--- src/rtl/key_matrix_scan.sv ---
// key_matrix_scan: row-strobed key matrix scanner with per-key debounce; clk/i_rst_n in, o_rows strobes out, i_cols raw in, o_keys bitmap plus o_key_event/o_key_code/o_key_pressed events and o_scan_done out
module key_matrix_scan #(
  parameter int NUM_ROWS = 4,
  parameter int NUM_ROWS_WIDTH = 2,
  parameter int NUM_COLS = 4,
  parameter int KEY_CODE_WIDTH = 4,
  parameter int SCAN_DELAY = 10,
  parameter int SCAN_DELAY_WIDTH = 4,
  parameter int DEBOUNCE_SCANS = 4,
  parameter int DEBOUNCE_WIDTH = 3,
  parameter bit ROW_OUTPUT_ACTIVE_LOW = 1,
  parameter bit COL_INPUT_ACTIVE_LOW = 1
) (
  input  logic                               clk,
  input  logic                               i_rst_n,
  output logic [NUM_ROWS-1:0]                o_rows,
  input  logic [NUM_COLS-1:0]                i_cols,
  output logic [NUM_ROWS*NUM_COLS-1:0]       o_keys,
  output logic                               o_key_event,
  output logic [KEY_CODE_WIDTH-1:0]          o_key_code,
  output logic                               o_key_pressed,
  output logic                               o_scan_done
);
  localparam int NK = NUM_ROWS * NUM_COLS;
  logic [NUM_COLS-1:0] sync1, sync2, raw;
  logic [NUM_ROWS_WIDTH-1:0] r, r_next;
  logic [SCAN_DELAY_WIDTH-1:0] d;
  logic [DEBOUNCE_WIDTH-1:0] cnt [NK];
  logic en, sample, hit;
  int base, hc;
  always_comb begin
    raw = COL_INPUT_ACTIVE_LOW ? ~sync2 : sync2;
    sample = en && d == SCAN_DELAY_WIDTH'(SCAN_DELAY - 1);
    r_next = !sample ? r : (r == NUM_ROWS_WIDTH'(NUM_ROWS - 1)) ? '0 : r + 1'b1;
    base = int'(r) * NUM_COLS;
    hit = 1'b0;
    hc = 0;
    for (int c = NUM_COLS - 1; c >= 0; c--)
      if (raw[c] != o_keys[base + c] && int'(cnt[base + c]) + 1 >= DEBOUNCE_SCANS) begin
        hit = 1'b1;
        hc = c;
      end
  end
  always_ff @(posedge clk or negedge i_rst_n) begin
    if (!i_rst_n) begin
      sync1 <= '0;
      sync2 <= '0;
      r <= '0;
      d <= '0;
      en <= 1'b0;
      o_rows <= ROW_OUTPUT_ACTIVE_LOW ? '1 : '0;
      o_keys <= '0;
      o_key_event <= 1'b0;
      o_key_code <= '0;
      o_key_pressed <= 1'b0;
      o_scan_done <= 1'b0;
      for (int k = 0; k < NK; k++) cnt[k] <= '0;
    end else begin
      sync1 <= i_cols;
      sync2 <= sync1;
      en <= 1'b1;
      d <= (!en || sample) ? '0 : d + 1'b1;
      r <= r_next;
      o_rows <= ROW_OUTPUT_ACTIVE_LOW ? ~(NUM_ROWS'(1) << r_next) : NUM_ROWS'(1) << r_next;
      o_key_event <= sample && hit;
      o_scan_done <= sample && r == NUM_ROWS_WIDTH'(NUM_ROWS - 1);
      if (sample) begin
        for (int c = 0; c < NUM_COLS; c++)
          if (raw[c] == o_keys[base + c])
            cnt[base + c] <= '0;
          else if (hit && hc == c) begin
            o_keys[base + c] <= raw[c];
            cnt[base + c] <= '0;
          end else
            cnt[base + c] <= int'(cnt[base + c]) + 1 >= DEBOUNCE_SCANS ?
                             DEBOUNCE_WIDTH'(DEBOUNCE_SCANS) : cnt[base + c] + 1'b1;
        if (hit) begin
          o_key_code <= KEY_CODE_WIDTH'(base + hc);
          o_key_pressed <= raw[hc];
        end
      end
    end
  end
endmodule

--- config.mk ---
export PLATFORM = sky130hd
export DESIGN_NAME = key_matrix_scan
export DESIGN_NICKNAME = d
export VERILOG_FILES = /design/src/rtl/key_matrix_scan.sv
export SDC_FILE = /design/constraint.sdc
export NUM_CORES = 1
export LEC_CHECK = 0
export CAP_MARGIN = 20
export CORE_MARGIN = 2
export CORE_UTILIZATION = 58
export CTS_CLUSTER_DIAMETER = 200
export DETAILED_ROUTE_END_ITERATION = 7
export PLACE_DENSITY = 0.84
export SYNTH_ARGS = -nofsm -noshare
export SYNTH_HDL_FRONTEND = slang
export SYNTH_SLANG_ARGS = --single-unit
--- constraint.sdc ---
create_clock -name clk -period 3.72 [get_ports clk]
set_input_delay 0.93 -clock clk [delete_from_list [all_inputs] [get_ports clk]]
set_output_delay 0.93 -clock clk [all_outputs]
set_load 0.005 [all_outputs]
==> results of run 1 <==
[where the power goes]
part	total (mW)	internal, mW	switching [mW]
Combinational	0.0582	0.0235	0.0347
Clock	0.803	0.451	0.352
Sequential	0.999	0.988	0.0117
[stage by stage]
step	hold slack (ns)	worst slack, ns	util
after floorplan	0.331	1.04	-
after global placement	0.332	0.655	0.644
after detailed placement	0.335	0.518	0.644
after CTS	0.355	0.516	0.679
after global routing	0.364	0.291	0.683
final	0.353	0.462	0.683
[worst register-to-register path, cell delays in order, from the launching register on]
cell	delay [ns]
sky130_fd_sc_hd__dfrtp_1	0.76
sky130_fd_sc_hd__buf_12	0.23
sky130_fd_sc_hd__mux4_1	0.60
sky130_fd_sc_hd__ha_1	0.24
sky130_fd_sc_hd__or2_4	0.27
sky130_fd_sc_hd__o211ai_2	0.23
sky130_fd_sc_hd__nand4b_1	0.37
sky130_fd_sc_hd__o21ai_0	0.31
sky130_fd_sc_hd__o31ai_1	0.12
[path summary, 6_finish.rpt]
check | startpoint | endpoint | slack (ns) | depth (start not counted)
max | r[0] | o_keys[15] | 0.46 | 8
min | sync1[3] | sync2[3] | 0.35 | 0
max reg2reg | r[0] | o_keys[15] | 0.46 | 8
min reg2reg | sync1[3] | sync2[3] | 0.35 | 0
max in group asynchronous | i_rst_n | o_rows[1] | 2.50 | 2
min in group asynchronous | i_rst_n | cnt[15] | 0.54 | 1
[logic make-up after synthesis]
logic type	after synthesis
xor gates and xnor gates	6
DFF	90
AOI/OAI and AO/OA	59
other	1
muxes	62
and+or+nand+nor	62
buffers and inverters	22
adders and majority gates	10
[state kept, by name, indices dropped and copies added, names as in the netlist]
name           count
o_scan_done        1
o_rows             4
o_key_code         4
cnt               48
o_key_event        1
o_keys            16
o_key_pressed      1
r                  2
sync1              4
en                 1
d                  4
sync2              4
[per-layer routing]
metal | routed length, microns | global-route usage | vias to the layer above
li1 | - | - | 1217
met1 | 3580 | 0.313 | 1383
met2 | 3990 | 0.369 | 81
met3 | 400 | 0.0646 | 14
met4 | 116 | 0.0611 | 0
met5 | 0 | 0 | -
[layout make-up]
type | instances | area, sq um | share of cell area
sequential | 90 | 2260 | 0.463
clock inverter | 7 | 125 | 0.0257
clock buffer | 9 | 124 | 0.0254
multi-input combinational | 200 | 1840 | 0.378
tap | 99 | 124 | 0.0254
timing repair buffer | 34 | 365 | 0.0749
inverter | 10 | 37.5 | 0.00770
[cells in the final DEF, fill, tap and decap left out, types with 3 or more instances in the layout]
master and n:
sky130_fd_sc_hd__clkbuf_8 9, sky130_fd_sc_hd__nand2_1 22, sky130_fd_sc_hd__mux2_2 40, sky130_fd_sc_hd__dfrtp_1 86
sky130_fd_sc_hd__a21oi_1 6, sky130_fd_sc_hd__nor2_1 12, sky130_fd_sc_hd__mux4_1 11, sky130_fd_sc_hd__o31ai_1 13
sky130_fd_sc_hd__clkdlybuf4s50_1 31, sky130_fd_sc_hd__bufinv_16 3, sky130_fd_sc_hd__dfstp_2 4, sky130_fd_sc_hd__ha_1 10
sky130_fd_sc_hd__inv_1 10, sky130_fd_sc_hd__mux2i_1 4, sky130_fd_sc_hd__mux4_2 5, sky130_fd_sc_hd__o21ai_0 25
sky130_fd_sc_hd__xnor2_1 3, sky130_fd_sc_hd__nand4_1 3, sky130_fd_sc_hd__and2_1 8
[Yosys cell counts, types with 2 or more instances]
library cell | number | area share
sky130_fd_sc_hd__a21oi_1 | 6 | 0.0071
sky130_fd_sc_hd__xor2_1 | 2 | 0.0042
sky130_fd_sc_hd__mux2_4 | 2 | 0.0071
sky130_fd_sc_hd__nand2b_1 | 2 | 0.0030
sky130_fd_sc_hd__nand4_1 | 3 | 0.0045
sky130_fd_sc_hd__buf_2 | 3 | 0.0036
sky130_fd_sc_hd__o21ai_0 | 25 | 0.030
sky130_fd_sc_hd__nor3_1 | 2 | 0.0024
sky130_fd_sc_hd__dfrtp_1 | 86 | 0.51
sky130_fd_sc_hd__a22oi_1 | 2 | 0.0036
sky130_fd_sc_hd__xnor2_1 | 3 | 0.0062
sky130_fd_sc_hd__dfstp_2 | 4 | 0.025
sky130_fd_sc_hd__or2_4 | 2 | 0.0042
sky130_fd_sc_hd__mux4_1 | 11 | 0.069
sky130_fd_sc_hd__and3_1 | 2 | 0.0030
sky130_fd_sc_hd__clkbuf_1 | 7 | 0.0062
sky130_fd_sc_hd__inv_1 | 10 | 0.0089
sky130_fd_sc_hd__ha_1 | 10 | 0.030
sky130_fd_sc_hd__mux4_2 | 5 | 0.027
sky130_fd_sc_hd__nor2_1 | 12 | 0.011
sky130_fd_sc_hd__nand2_1 | 22 | 0.020
sky130_fd_sc_hd__and2_1 | 8 | 0.012
sky130_fd_sc_hd__mux2i_1 | 4 | 0.0095
sky130_fd_sc_hd__o31ai_1 | 13 | 0.023
sky130_fd_sc_hd__mux2_2 | 40 | 0.11
==> impl_metrics.env, run 1 <==
export IMPL_worst_path_dominant_cell_family="flip-flops"
export IMPL_dieArea_sq_um=7950
export IMPL_total_routing_resource_utilization_after_global_routing=0.230
export IMPL_synth_xor_area_share=0.0143
export IMPL_placedCellCount=432
export IMPL_antenna_violations_before_repair=0
export IMPL_post_synth_fa_ha_maj_area_fraction=0.0297
export IMPL_nets_in_the_synthesized_netlist=328
export IMPL_layout_worst_path_cycle_share=0.876
export IMPL_synth_simple_gate_area_frac=0.0755
export IMPL_synth_compound_area_frac=0.0981
export IMPL_clkLatencyLatePin_ns=0.36
export IMPL_critical_path_endpoint_type="flop"
export IMPL_dp_final_hpwl_microns=5310
export IMPL_cp_slowest_stage_delay_ns=0.76
export IMPL_synth_seq_area_share=0.536
export IMPL_die_h_microns=89.2
export IMPL_drc_errors_left=0
export IMPL_finalCriticalPeriod_ns=3.26
export IMPL_netlist_cell_type_count=51
export IMPL_route_detailed_vias_per_inst=6.00
export IMPL_final_cell_count_no_fill=449
export IMPL_worst_endpoint_arrival_ns=3.47
export IMPL_clk_pin_slew_ns=0.09
export IMPL_largest_family_of_logic_cells_by_synthesized_area="multiplexers"
export IMPL_die_w_microns=89.2
export IMPL_dr_first_iter_drc_count=147
export IMPL_slew_limit_headroom=0.397
export IMPL_globalRoute_totalOverflow=0
export IMPL_top_level_ports=33
export IMPL_synth_avg_cell_area_sq_um=13.5
export IMPL_cp_buffers_inverters=1
export IMPL_edff_count_synth=0
export IMPL_fp_coreArea_sq_um=7140
export IMPL_synth_area_mux_share=0.219
export IMPL_synth_async_reset_ratio=1.00
export IMPL_postSynth_topFlopCell="sky130_fd_sc_hd__dfrtp_1"
export IMPL_final_max_slew_violation_count=0
export IMPL_report_power_total_mw=1.86
export IMPL_length_of_the_first_detailed_routing_pass_in_iterations=5
export IMPL_max_freq_ghz=0.307
export IMPL_filler_cell_count=503
export IMPL_tightestPinTransition_ns=0.902
export IMPL_dpl_instance_area_sq_um=4600
export IMPL_detail_route_wl_per_cell_microns=18.0
export IMPL_run_status="completed"
export IMPL_power_leakage_nw=2.28
export IMPL_ctsHtreeMaxLevel=3
export IMPL_worstPathCellList="buf_12 > mux4_1 > ha_1 > or2_4 > o211ai_2 > nand4b_1 > o21ai_0 > o31ai_1"
export IMPL_grt_first_pass_wirelength_microns=13500
export IMPL_first_global_vias=2662
export IMPL_antenna_diode_count=0
export IMPL_totalNegativeSetupSlack_ns=0
export IMPL_cp_slowest_cell="sky130_fd_sc_hd__dfrtp_1"
export IMPL_drive_gt1_frac=0.231
export IMPL_core_rowCount=31
export IMPL_synth_area_sq_um=4210
export IMPL_root_buffer="sky130_fd_sc_hd__clkbuf_8"
export IMPL_flow_area_growth_from_synthesis_pct=15.8
export IMPL_worstHoldPathType="flop to flop"
export IMPL_finalSetupViolations=0
export IMPL_worst_setup_path_start_kind="flop"
export IMPL_finalHoldViolCount=0
export IMPL_synth_ff_latch_count=90
export IMPL_initial_utilization=0.590
export IMPL_port_buffers=32
export IMPL_grt_setup_unrepaired="no"
export IMPL_dr_total_vias=2695
export IMPL_clock_sinks=90
export IMPL_critical_path_peak_fanout=14
export IMPL_largest_net_degree_at_the_start_of_global_routing=91
export IMPL_fin_nets=361
export IMPL_cts_tree="done"
export IMPL_ys_warn_count=0
export IMPL_post_cts_setup_buffer_count=0
export IMPL_detail_route_wirelength_microns=8090
export IMPL_worst_ir_drop_vdd_mv=0.265
export IMPL_timing_clock_skew_ns=0.00735
export IMPL_ant_nets=0
export IMPL_critical_path_required_ns=3.94
export IMPL_synthesis_instances=312
export IMPL_max_cap_violations=0
export IMPL_postCtsResizedCells=0
export IMPL_cts_hold_buffers=0
export IMPL_routabilityCongestion=0.810
export IMPL_buffer_depth_of_the_longest_clock_path=2
export IMPL_power_per_cell_area_nw_per_um2=382
export IMPL_timing_setup_critical_path_class="flop to flop"
export IMPL_num_cts_buffers=9
export IMPL_finalInstanceArea_sq_um=4870
Note: power is estimated with default switching activity, not from simulation.
==> inputs of run 2 (changes only) <==
- CORE_UTILIZATION: 58 -> 30
- PLACE_DENSITY: 0.84 -> 0.52
- clock period: 3.72 -> 3.7 ns (I/O delays scaled with it)
==> run 2 against run 1 <==
  * First-iteration DRC count decreased by 8.2%
  * Worst hold slack worse by 0.0038 ns
  * Via count is 3.9% lower
  * Largest cell class unchanged
==> impl_metrics.env, run 2 (synthesis results as in run 1) <==
export IMPL_run_status="completed"
export IMPL_totalNegativeSetupSlack_ns=0
export IMPL_timing_setup_critical_path_class="flop to flop"
export IMPL_dr_first_iter_drc_count=135
export IMPL_buffer_depth_of_the_longest_clock_path=2
export IMPL_worst_endpoint_arrival_ns=3.34
export IMPL_core_rowCount=43
export IMPL_critical_path_peak_fanout=14
export IMPL_ant_nets=0
export IMPL_clkLatencyLatePin_ns=0.34
export IMPL_power_switching_uw=412
export IMPL_grt_first_pass_wirelength_microns=14100
export IMPL_die_w_microns=122
export IMPL_finalInstanceArea_sq_um=5060
export IMPL_worst_ir_drop_vdd_mv=0.192
export IMPL_initial_utilization=0.306
export IMPL_drive_gt1_frac=0.239
export IMPL_placement_setup_worst_slack_ns=0.573
export IMPL_worstHoldPathType="flop to flop"
export IMPL_globalRoute_totalOverflow=0
export IMPL_ctsHtreeMaxLevel=3
export IMPL_slew_limit_headroom=0.378
export IMPL_layout_worst_path_cycle_share=0.853
export IMPL_total_routing_resource_utilization_after_global_routing=0.125
export IMPL_fin_nets=367
export IMPL_flow_area_growth_from_synthesis_pct=20.3
export IMPL_largest_register_ffs=48
export IMPL_antenna_diode_count=0
export IMPL_postCtsResizedCells=0
export IMPL_num_cts_buffers=9
export IMPL_route_detailed_vias_per_inst=4.83
export IMPL_finalSetupViolations=0
export IMPL_dr_total_vias=2591
export IMPL_largest_net_degree_at_the_start_of_global_routing=50
export IMPL_dp_final_hpwl_microns=5850
export IMPL_root_buffer="sky130_fd_sc_hd__clkbuf_16"
export IMPL_antenna_violations_before_repair=0
export IMPL_grt_setup_unrepaired="no"
export IMPL_clock_sinks=90
export IMPL_regMostFlops="cnt"
export IMPL_clk_pin_slew_ns=0.06
export IMPL_final_max_slew_violation_count=0
export IMPL_routabilityCongestion=0.795
export IMPL_commonest_non_fill_non_tap_cell_in_the_layout="sky130_fd_sc_hd__dfrtp_1"
export IMPL_worst_setup_path_start_kind="flop"
export IMPL_layout_top_registers="cnt x48, o_keys x16"
export IMPL_power_internal_mw=1.63
export IMPL_drc_errors_left=0
export IMPL_detail_route_wl_per_cell_microns=16.1
export IMPL_timing_clock_skew_ns=0.00657
export IMPL_finalHoldViolCount=0
export IMPL_max_freq_ghz=0.317
export IMPL_post_cts_setup_buffer_count=0
export IMPL_report_power_total_mw=2.04
export IMPL_power_per_cell_area_nw_per_um2=403
export IMPL_top_level_ports=33
export IMPL_hold_slack_ns=0.349
export IMPL_fp_coreArea_sq_um=13800
export IMPL_share_seq_of_total_power=0.493
export IMPL_length_of_the_first_detailed_routing_pass_in_iterations=4
export IMPL_worst_setup_margin_ns=0.543
export IMPL_most_common_layout_cells="86 x sky130_fd_sc_hd__dfrtp_1, 40 x sky130_fd_sc_hd__mux2_2, 31 x sky130_fd_sc_hd__clkdlybuf4s50_1"
export IMPL_dpl_instance_area_sq_um=4740
export IMPL_power_switching_fraction=0.202
export IMPL_cts_hold_buffers=0
export IMPL_max_cap_violations=0
export IMPL_first_global_vias=2637
export IMPL_port_buffers=32
export IMPL_critical_path_required_ns=3.89
export IMPL_detail_route_wirelength_microns=8640
export IMPL_power_share_clock=0.479
export IMPL_dieArea_sq_um=15000
export IMPL_die_h_microns=122
export IMPL_cts_tree="done"
export IMPL_power_share_combinational=0.028
export IMPL_critical_path_endpoint_type="flop"
export IMPL_finalCriticalPeriod_ns=3.16
export IMPL_tightestPinTransition_ns=0.931
export IMPL_power_leakage_nw=2.33
-- run 2: cell types whose count changed in the layout (fill, tap and decap cells not counted) --
cell                         before  now
sky130_fd_sc_hd__inv_8            1    0
sky130_fd_sc_hd__buf_4            1    9
sky130_fd_sc_hd__buf_16           1    0
sky130_fd_sc_hd__bufinv_16        3    2
sky130_fd_sc_hd__clkinvlp_4       2    1
sky130_fd_sc_hd__clkbuf_1         0    2
sky130_fd_sc_hd__buf_12           1    0
sky130_fd_sc_hd__clkbuf_8         9    1
sky130_fd_sc_hd__clkbuf_16        0    9
-- run 2: per-layer routing --
| metal | wire [microns] | share of wire | GRT usage |
|---|---|---|---|
| met1 | 4230 | 0.49 | 0.172 |
| met2 | 4000 | 0.46 | 0.194 |
| met3 | 288 | 0.033 | 0.0316 |
| met4 | 123 | 0.014 | 0.0388 |
| met5 | 0 | 0 | 0 |
-- run 2: path summary, 6_finish.rpt --
kind | from | end | slack (ns) | cells past startpoint
worst max-delay path | r[0] | o_keys[7] | 0.54 | 8
worst min-delay path | sync1[1] | sync2[1] | 0.35 | 0
worst max register to register | r[0] | o_keys[7] | 0.54 | 8
worst min register to register | sync1[1] | sync2[1] | 0.35 | 0
max in group asynchronous | i_rst_n | o_rows[1] | 2.33 | 2
min in group asynchronous | i_rst_n | d[3] | 0.59 | 1
-- run 2: through the flow --
stage	instances	utilization
2_1_floorplan	312	-
3_5_place_dp	520	0.344
3_3_place_gp	520	0.344
6_report	536	0.368
5_1_grt	536	0.368
4_1_cts	536	0.368
-- run 2: critical path, cell delays in order, from the launching register on --
cell,delay [ns]
sky130_fd_sc_hd__dfrtp_1,0.58
sky130_fd_sc_hd__buf_4,0.31
sky130_fd_sc_hd__mux4_1,0.61
sky130_fd_sc_hd__ha_1,0.24
sky130_fd_sc_hd__or2_4,0.27
sky130_fd_sc_hd__o211ai_2,0.23
sky130_fd_sc_hd__nand4b_1,0.37
sky130_fd_sc_hd__o21ai_0,0.27
sky130_fd_sc_hd__o31ai_1,0.12
-- run 2: final cells by class --
type | count | area [sq um]
clock inverters | 4 | 76.3
flip-flops and latches | 90 | 2260
fillers | 1334 | 8710
repair buffers | 40 | 378
inverters | 10 | 37.5
well taps | 180 | 225
clock buffers | 12 | 246
multi-input cells | 200 | 1840
-- run 2: power by group through the flow --
stage	clock (mW)	sequential, mW	combinational (mW)
3_3_place_gp	0	1.02	0.0579
2_1_floorplan	0	1.02	0.0283
4_1_cts	1.00	1.00	0.0596
3_5_place_dp	0	1.02	0.0592
5_1_grt	1.05	1.01	0.0658
6_report	0.977	1.01	0.0569
